### src/rtl/force_writeback_buffer.sv
// force_writeback_buffer
// Per-filter FIFO holding partial forces {pid, fz, fy, fx, dst} until the
// writeback arbiter accepts the head entry. The head is re-presented every
// cycle until force_cache_write_success, then popped.
// Optional build macro: FORCE_WB_BYPASS_EN. When it is defined, an entry
// arriving at an empty buffer is forwarded combinationally. If the arbiter
// grants it in that same cycle, the entry is never stored.
module force_writeback_buffer #(
   parameter int DATA_WIDTH         = 32,
   parameter int PARTICLE_ID_WIDTH  = 7,
   parameter int FORCE_BUFFER_WIDTH = 3*DATA_WIDTH + PARTICLE_ID_WIDTH + 1,
   parameter int DEPTH              = 8,
   parameter int PTR_WIDTH          = $clog2(DEPTH)
) (
   input  logic                          clk,
   input  logic                          rst,
   input  logic [FORCE_BUFFER_WIDTH-1:0] in_force_data,
   input  logic                          in_force_valid,
   output logic                          in_ready,
   output logic [FORCE_BUFFER_WIDTH-1:0] force_data,
   output logic                          force_valid,
   input  logic                          force_cache_write_success,
   output logic [PTR_WIDTH:0]            fill_count,
   output logic                          overflow,
   output logic [15:0]                   retry_count
);

   localparam logic [PTR_WIDTH:0] FULL_CNT = (PTR_WIDTH+1)'(DEPTH);

   logic [FORCE_BUFFER_WIDTH-1:0] mem [DEPTH];
   logic [PTR_WIDTH-1:0]          wr_ptr;
   logic [PTR_WIDTH-1:0]          rd_ptr;
   logic [PTR_WIDTH:0]            fill_next;
   logic                          stored_valid;
   logic                          push;
   logic                          push_store;
   logic                          pop;

   assign stored_valid = (fill_count != '0);
   assign push         = in_force_valid && in_ready;
   assign pop          = force_cache_write_success && stored_valid;

`ifdef FORCE_WB_BYPASS_EN
   logic bypass_take;

   // Forward an arriving entry to the arbiter when the buffer holds nothing.
   always_comb begin
      force_valid = stored_valid || in_force_valid;
      force_data  = '0;
      if (stored_valid)
         force_data = mem[rd_ptr];
      else if (in_force_valid)
         force_data = in_force_data;
   end

   // An entry granted in the cycle it arrives at an empty buffer is consumed
   // directly and never written into storage.
   assign bypass_take = !stored_valid && push && force_cache_write_success;
   assign push_store  = push && !bypass_take;
`else
   // Present the stored head, or zero when the buffer is empty.
   always_comb begin
      force_valid = stored_valid;
      force_data  = '0;
      if (stored_valid)
         force_data = mem[rd_ptr];
   end

   assign push_store = push;
`endif

   // Occupancy for the next cycle. A push and a pop in the same cycle cancel out.
   always_comb begin
      fill_next = fill_count;
      if (push_store && !pop)
         fill_next = fill_count + 1'b1;
      else if (!push_store && pop)
         fill_next = fill_count - 1'b1;
   end

   // Pointers, occupancy, ready and the sticky overflow flag.
   always_ff @(posedge clk) begin
      if (rst) begin
         wr_ptr     <= '0;
         rd_ptr     <= '0;
         fill_count <= '0;
         in_ready   <= 1'b1;
         overflow   <= 1'b0;
      end else begin
         if (push_store)
            wr_ptr <= wr_ptr + 1'b1;
         if (pop)
            rd_ptr <= rd_ptr + 1'b1;
         fill_count <= fill_next;
         in_ready   <= (fill_next != FULL_CNT);
         if (in_force_valid && !in_ready)
            overflow <= 1'b1;
      end
   end

   // Entry storage. Reset flushes the buffer through the pointers, so the
   // storage array itself needs no reset.
   always_ff @(posedge clk) begin
      if (push_store)
         mem[wr_ptr] <= in_force_data;
   end

   // Count the cycles the current head has waited ungranted, saturating at all ones.
   always_ff @(posedge clk) begin
      if (rst)
         retry_count <= '0;
      else if (!force_valid || force_cache_write_success)
         retry_count <= '0;
      else if (retry_count != 16'hFFFF)
         retry_count <= retry_count + 1'b1;
   end

endmodule

### config.mk
export PLATFORM = sky130hd
export DESIGN_NAME = force_writeback_buffer
export DESIGN_NICKNAME = d
export VERILOG_FILES = /design/src/rtl/force_writeback_buffer.sv
export SDC_FILE = /design/constraint.sdc
export NUM_CORES = 1
export LEC_CHECK = 0
export ABC_AREA = 1
export BUFFER_PORTS_ARGS = -buffer_cell sky130_fd_sc_hd__buf_2
export CAP_MARGIN = 25
export CORE_MARGIN = 5
export CORE_UTILIZATION = 50
export DETAILED_ROUTE_END_ITERATION = 10
export PLACE_DENSITY = 0.71
export SYNTH_ARGS = -nofsm -noshare
export SYNTH_HDL_FRONTEND = slang
export SYNTH_SLANG_ARGS = --single-unit
### constraint.sdc
create_clock -name clk -period 6.95 [get_ports clk]
set_clock_uncertainty 0.2 [all_clocks]
set_input_delay 1.39 -clock clk [delete_from_list [all_inputs] [get_ports clk]]
set_output_delay 1.39 -clock clk [all_outputs]
set_load 0.02 [all_outputs]
======== Word-level counts from Yosys, hierarchy flattened ========
Memory sizes are Yosys's and may differ from the RTL's. A register that Yosys moved wholly into a read port is not among the register bits.
Cells that the tools add are included.
storage, ports and cells
  flip-flop bits (word level) ............. 28
  bits in writable memories ............... 832
  input bits .............................. 108
  word-level logic and storage cells ...... 33
  memories kept ........................... 1
cells by class
  $add $sub $neg .......................... 5
  equal/unequal tests ..................... 2
  mux-type cells .......................... 7
  reductions and logical operators ........ 12
memory list
  memory  depth  bits a word  rd ports  clocked after memory_dff  write ports  line  text
  mem     8      104          1         1                         1            30    logic [FORCE_BUFFER_WIDTH-1:0] mem [DEPTH];
operators by type and width
  cell                     count
  $mux W104                1
  $add A16 B1 Y16 const B  1
  $ne A16 B16 Y1 const B   1
  $mux W4                  2
  $add A3 B1 Y3 const B    2
  $mux W3                  2
  $logic_and A1 B1 Y1      5
  $add A4 B1 Y4 const B    1
  $logic_not A1 Y1         4
  $ne A4 B4 Y1 const B     1
  $reduce_bool A4 Y1       1
  $sub A4 B1 Y4 const B    1
  $mux W1                  2
  $reduce_or A2 Y1         1
  $logic_or A1 B1 Y1       1

======== Depth between registers and ports, before layout ========
  depth in word-level cells ............... 6
  depth in mapped cells ................... 10
  gate-level depth less buffers ........... 10

======== Worst setup path after synthesis ========
Ideal clock, no wire load.
  path kind ............................... input port to flip-flop
  start point ............................. input in_force_valid
  end point ............................... memory mem[0][0] (netlist name) (enable)
  setup time .............................. 0.568 ns
  arrival ................................. 6.110 ns
  required time ........................... 6.182 ns
  slack ................................... 0.072 ns
  stages on the path ...................... 4
  buffers on the path ..................... 0
  cell sequence ........................... nand2_1 -> inv_1 -> nand2_1 -> nor2_1
on the way
  word-level cells in the longest chain between the ends .. 3
ends and longest elaborated chain
  element                        line  text
  from (decl)                    18    input logic in_force_valid,
  $logic_and A1 B1 Y1            40    assign push = in_force_valid && in_ready;
  $mux W1                        104   if (push_store)
  $mux W1 (implied by the code)  105   mem[wr_ptr] <= in_force_data;
  to (decl)                      30
Every way passes these cells.

==> results_dict.tcl <==
set metrics [dict create \
    status "completed" \
    grt_pass1_wl_mm 120.2 \
    worstSetupPathType "register to primary output" \
    core-area_um2 67280 \
    worstPathArrival_ps 3950 \
    syn_avg_cell_area_um2 13.16 \
    ant_nets 0 \
    relSlewSlack 0.3327 \
    yosysWarnings 0 \
    synth_seq_cells 863 \
    required_ps 5360 \
    synthTopCellsByCount "edfxtp_1 (832), nor2_1 (658), o21ai_0 (418)" \
    rsz0062_at_grt "no" \
    routed_wl_mm 78.89 \
    cts_made_buffers 87 \
    avgViaCountPerCell 5.657 \
    synth-edff-count 832 \
    power_density_nw_per_um2 390.1 \
    htree_levels 3 \
    fin_nets 2892 \
    cts.sinks 863 \
    drv_cap 0 \
    path_max_fanout 78 \
    hold_buffers 0 \
    path_cells "buf_4, buf_4, nor2_1, nor2_1, o21ai_1, o21ai_1, o21ai_1, nor2_1, buf_2" \
    die_height_um 270.7 \
    place_congestion 0.7790 \
    setup-violations-final 0 \
    detailed_place.area_um2 35870 \
    synthFlopType "edfxtp_1" \
    finalCritPeriodShare 0.7965 \
    finalCriticalPeriod_ps 5536 \
    synth_fp_nets 2694 \
    tightest_slew_ps 998.6 \
    syn2layout_area_growth_pct 14.40 \
    io_pins 235 \
    dp_hpwl_mm 40.93 \
    cts_setup_buffers 0 \
    clock_latency_ps 610 \
    critPathLaunchType "register" \
    seq_area_frac_synth 0.7536 \
    regArea_um2 25620 \
    grtUsageTotal 0.2089 \
    n_fill_cell 5167 \
    power_leakage_nw 13.26 \
    max_freq_mhz 180.6 \
    post_cts_resized 0 \
    final_area_um2 38870 \
    crit_buf_inv 3 \
    synth_top_area_share 0.7354 \
    cts_tree "built" \
    synthArstFlopShare 0 \
    synth_most_common_cell "edfxtp_1" \
    grt_overflow 0 \
    yosysTopAreaCell "edfxtp_1" \
    multi_input_area_um2 7513 \
    syn_inst 2581 \
    grt_max_degree 177 \
    tns_ps 0 \
    hold_class "register to register" \
    io_buffers 234 \
    drive_gt1_frac 0.1469 \
    cp_top_family "buffers and inverters" \
    finalMaxSlewViolations 0 \
    ir_worst_vdd_mv 0.2749 \
    postLayoutSetupSlackWorst_ps 1414 \
    timing.final.hold_violations 0 \
    antenna_found_initial 14 \
    fp-row-count 95 \
    dr.pass1.iters 6 \
    clk_path_buf_depth 3 \
    place_ws_ps 2033 \
    cts_root_buffer "clkbuf_16" \
    vias 21070 \
    die_width_um 270.7 \
    die_area_um2 73260 \
    grt_pass1_vias 20930 \
    synth_cell_types 28 \
    critPathSlowestCell "dfxtp_4" \
    netlist_area_um2 33980 \
    wl_per_cell_um 21.18 \
    start_util 0.5050 \
    synth_area_leaders "edfxtp_1 (74%), nor2_1 (7.3%), o21ai_0 (6.2%)" \
    cp-end-kind "primary output" \
    holdWs_ps 278.5 \
    clk_pin_slew_ps 60 \
    slowest_delay_ps 820 \
    p_total_mw 15.16 \
    post-route-drc-count 0 \
    drt_iter0_markers 1676 \
]
==> logic make-up (layout without fill, tap and decap cells) <==
family	after synthesis	count (layout)	synth area share
buffers and inverters	197	461	0.02714
AOI/OAI and AO/OA	655	655	0.1005
muxes	104	104	0.03064
DFF	863	863	0.7536
adders and majority gates	5	5	0.001841
xor gates and xnor gates	5	5	0.001289
and+or+nand+nor	752	752	0.08496
other	0	7	0
==> routing by layer <==
| metal | share of wire | vias to the layer above | routed length, um | global-route usage |
|---|---|---|---|---|
| li1 | - | 9830 | - | - |
| met1 | 0.41 | 10370 | 31980 | 0.2643 |
| met2 | 0.50 | 719 | 39610 | 0.3639 |
| met3 | 0.066 | 145 | 5210 | 0.04040 |
| met4 | 0.026 | 12 | 2016 | 0.07144 |
| met5 | 0.00094 | - | 74 | 0 |
==> registers in the layout (all words and copies together) (netlist names), named ones only <==
signal       flops
retry_count     16
overflow         1
fill_count       4
mem            832
rd_ptr           3
wr_ptr           3
in_ready         1
==> metrics by stage <==
stage                     utilization  instances
after floorplan                     -       2581
after global placement         0.5328       3559
after detailed placement       0.5332       3560
after CTS                      0.5762       3715
after global routing           0.5776       3723
final                          0.5777       3725
==> power by group <==
part           total [mW]  internal, mW  switching (mW)
Clock                4.72          2.82            1.90
Combinational        4.26          1.28            2.98
Sequential           6.19          6.01           0.173
==> path summary, 6_finish.rpt <==
kind	startpoint	slack, ps	to	cells after the start
setup / recovery	register	1410	force_data[94]	9
hold reg to reg	rd_ptr[2]	280	rd_ptr[2]	2
hold / removal	rd_ptr[2]	280	rd_ptr[2]	2
setup reg to reg	in_ready	3860	mem[2][85]	5
==> worst reg2reg max path, cell delays in order, from the launching register on <==
cell and delay (ps):
dfxtp_1 350, nand2_1 210, inv_1 210, nand2_1 280, nor2_4 840, buf_4 640
==> layout make-up <==
type / count / share of cell area
Antenna cell: 7 / 0.0004507
Timing Repair Buffer: 271 / 0.04095
Multi-Input combinational cell: 1521 / 0.1933
Inverter: 35 / 0.003605
Clock inverter: 59 / 0.01655
Clock buffer: 96 / 0.05798
Tap cell: 873 / 0.02810
Sequential cell: 863 / 0.6591
==> cell usage in the layout (no fill, tap or decap), drive strengths merged <==
| cell | instances |
|---|---|
| nand4 | 4 |
| bufinv | 13 |
| o22ai | 104 |
| clkinvlp | 5 |
| diode | 7 |
| o21ai | 529 |
| xnor2 | 3 |
| nor2 | 658 |
| dfxtp | 31 |
| nand2 | 62 |
| clkinv | 40 |
| nor3 | 3 |
| nand3 | 21 |
| a31oi | 5 |
| or2 | 4 |
| clkbuf | 96 |
| ha | 5 |
| a21oi | 17 |
| xor2 | 2 |
| buf | 271 |
| mux2i | 104 |
| edfxtp | 832 |
| inv | 36 |
No activity file was read; power rests on OpenSTA's default activity.
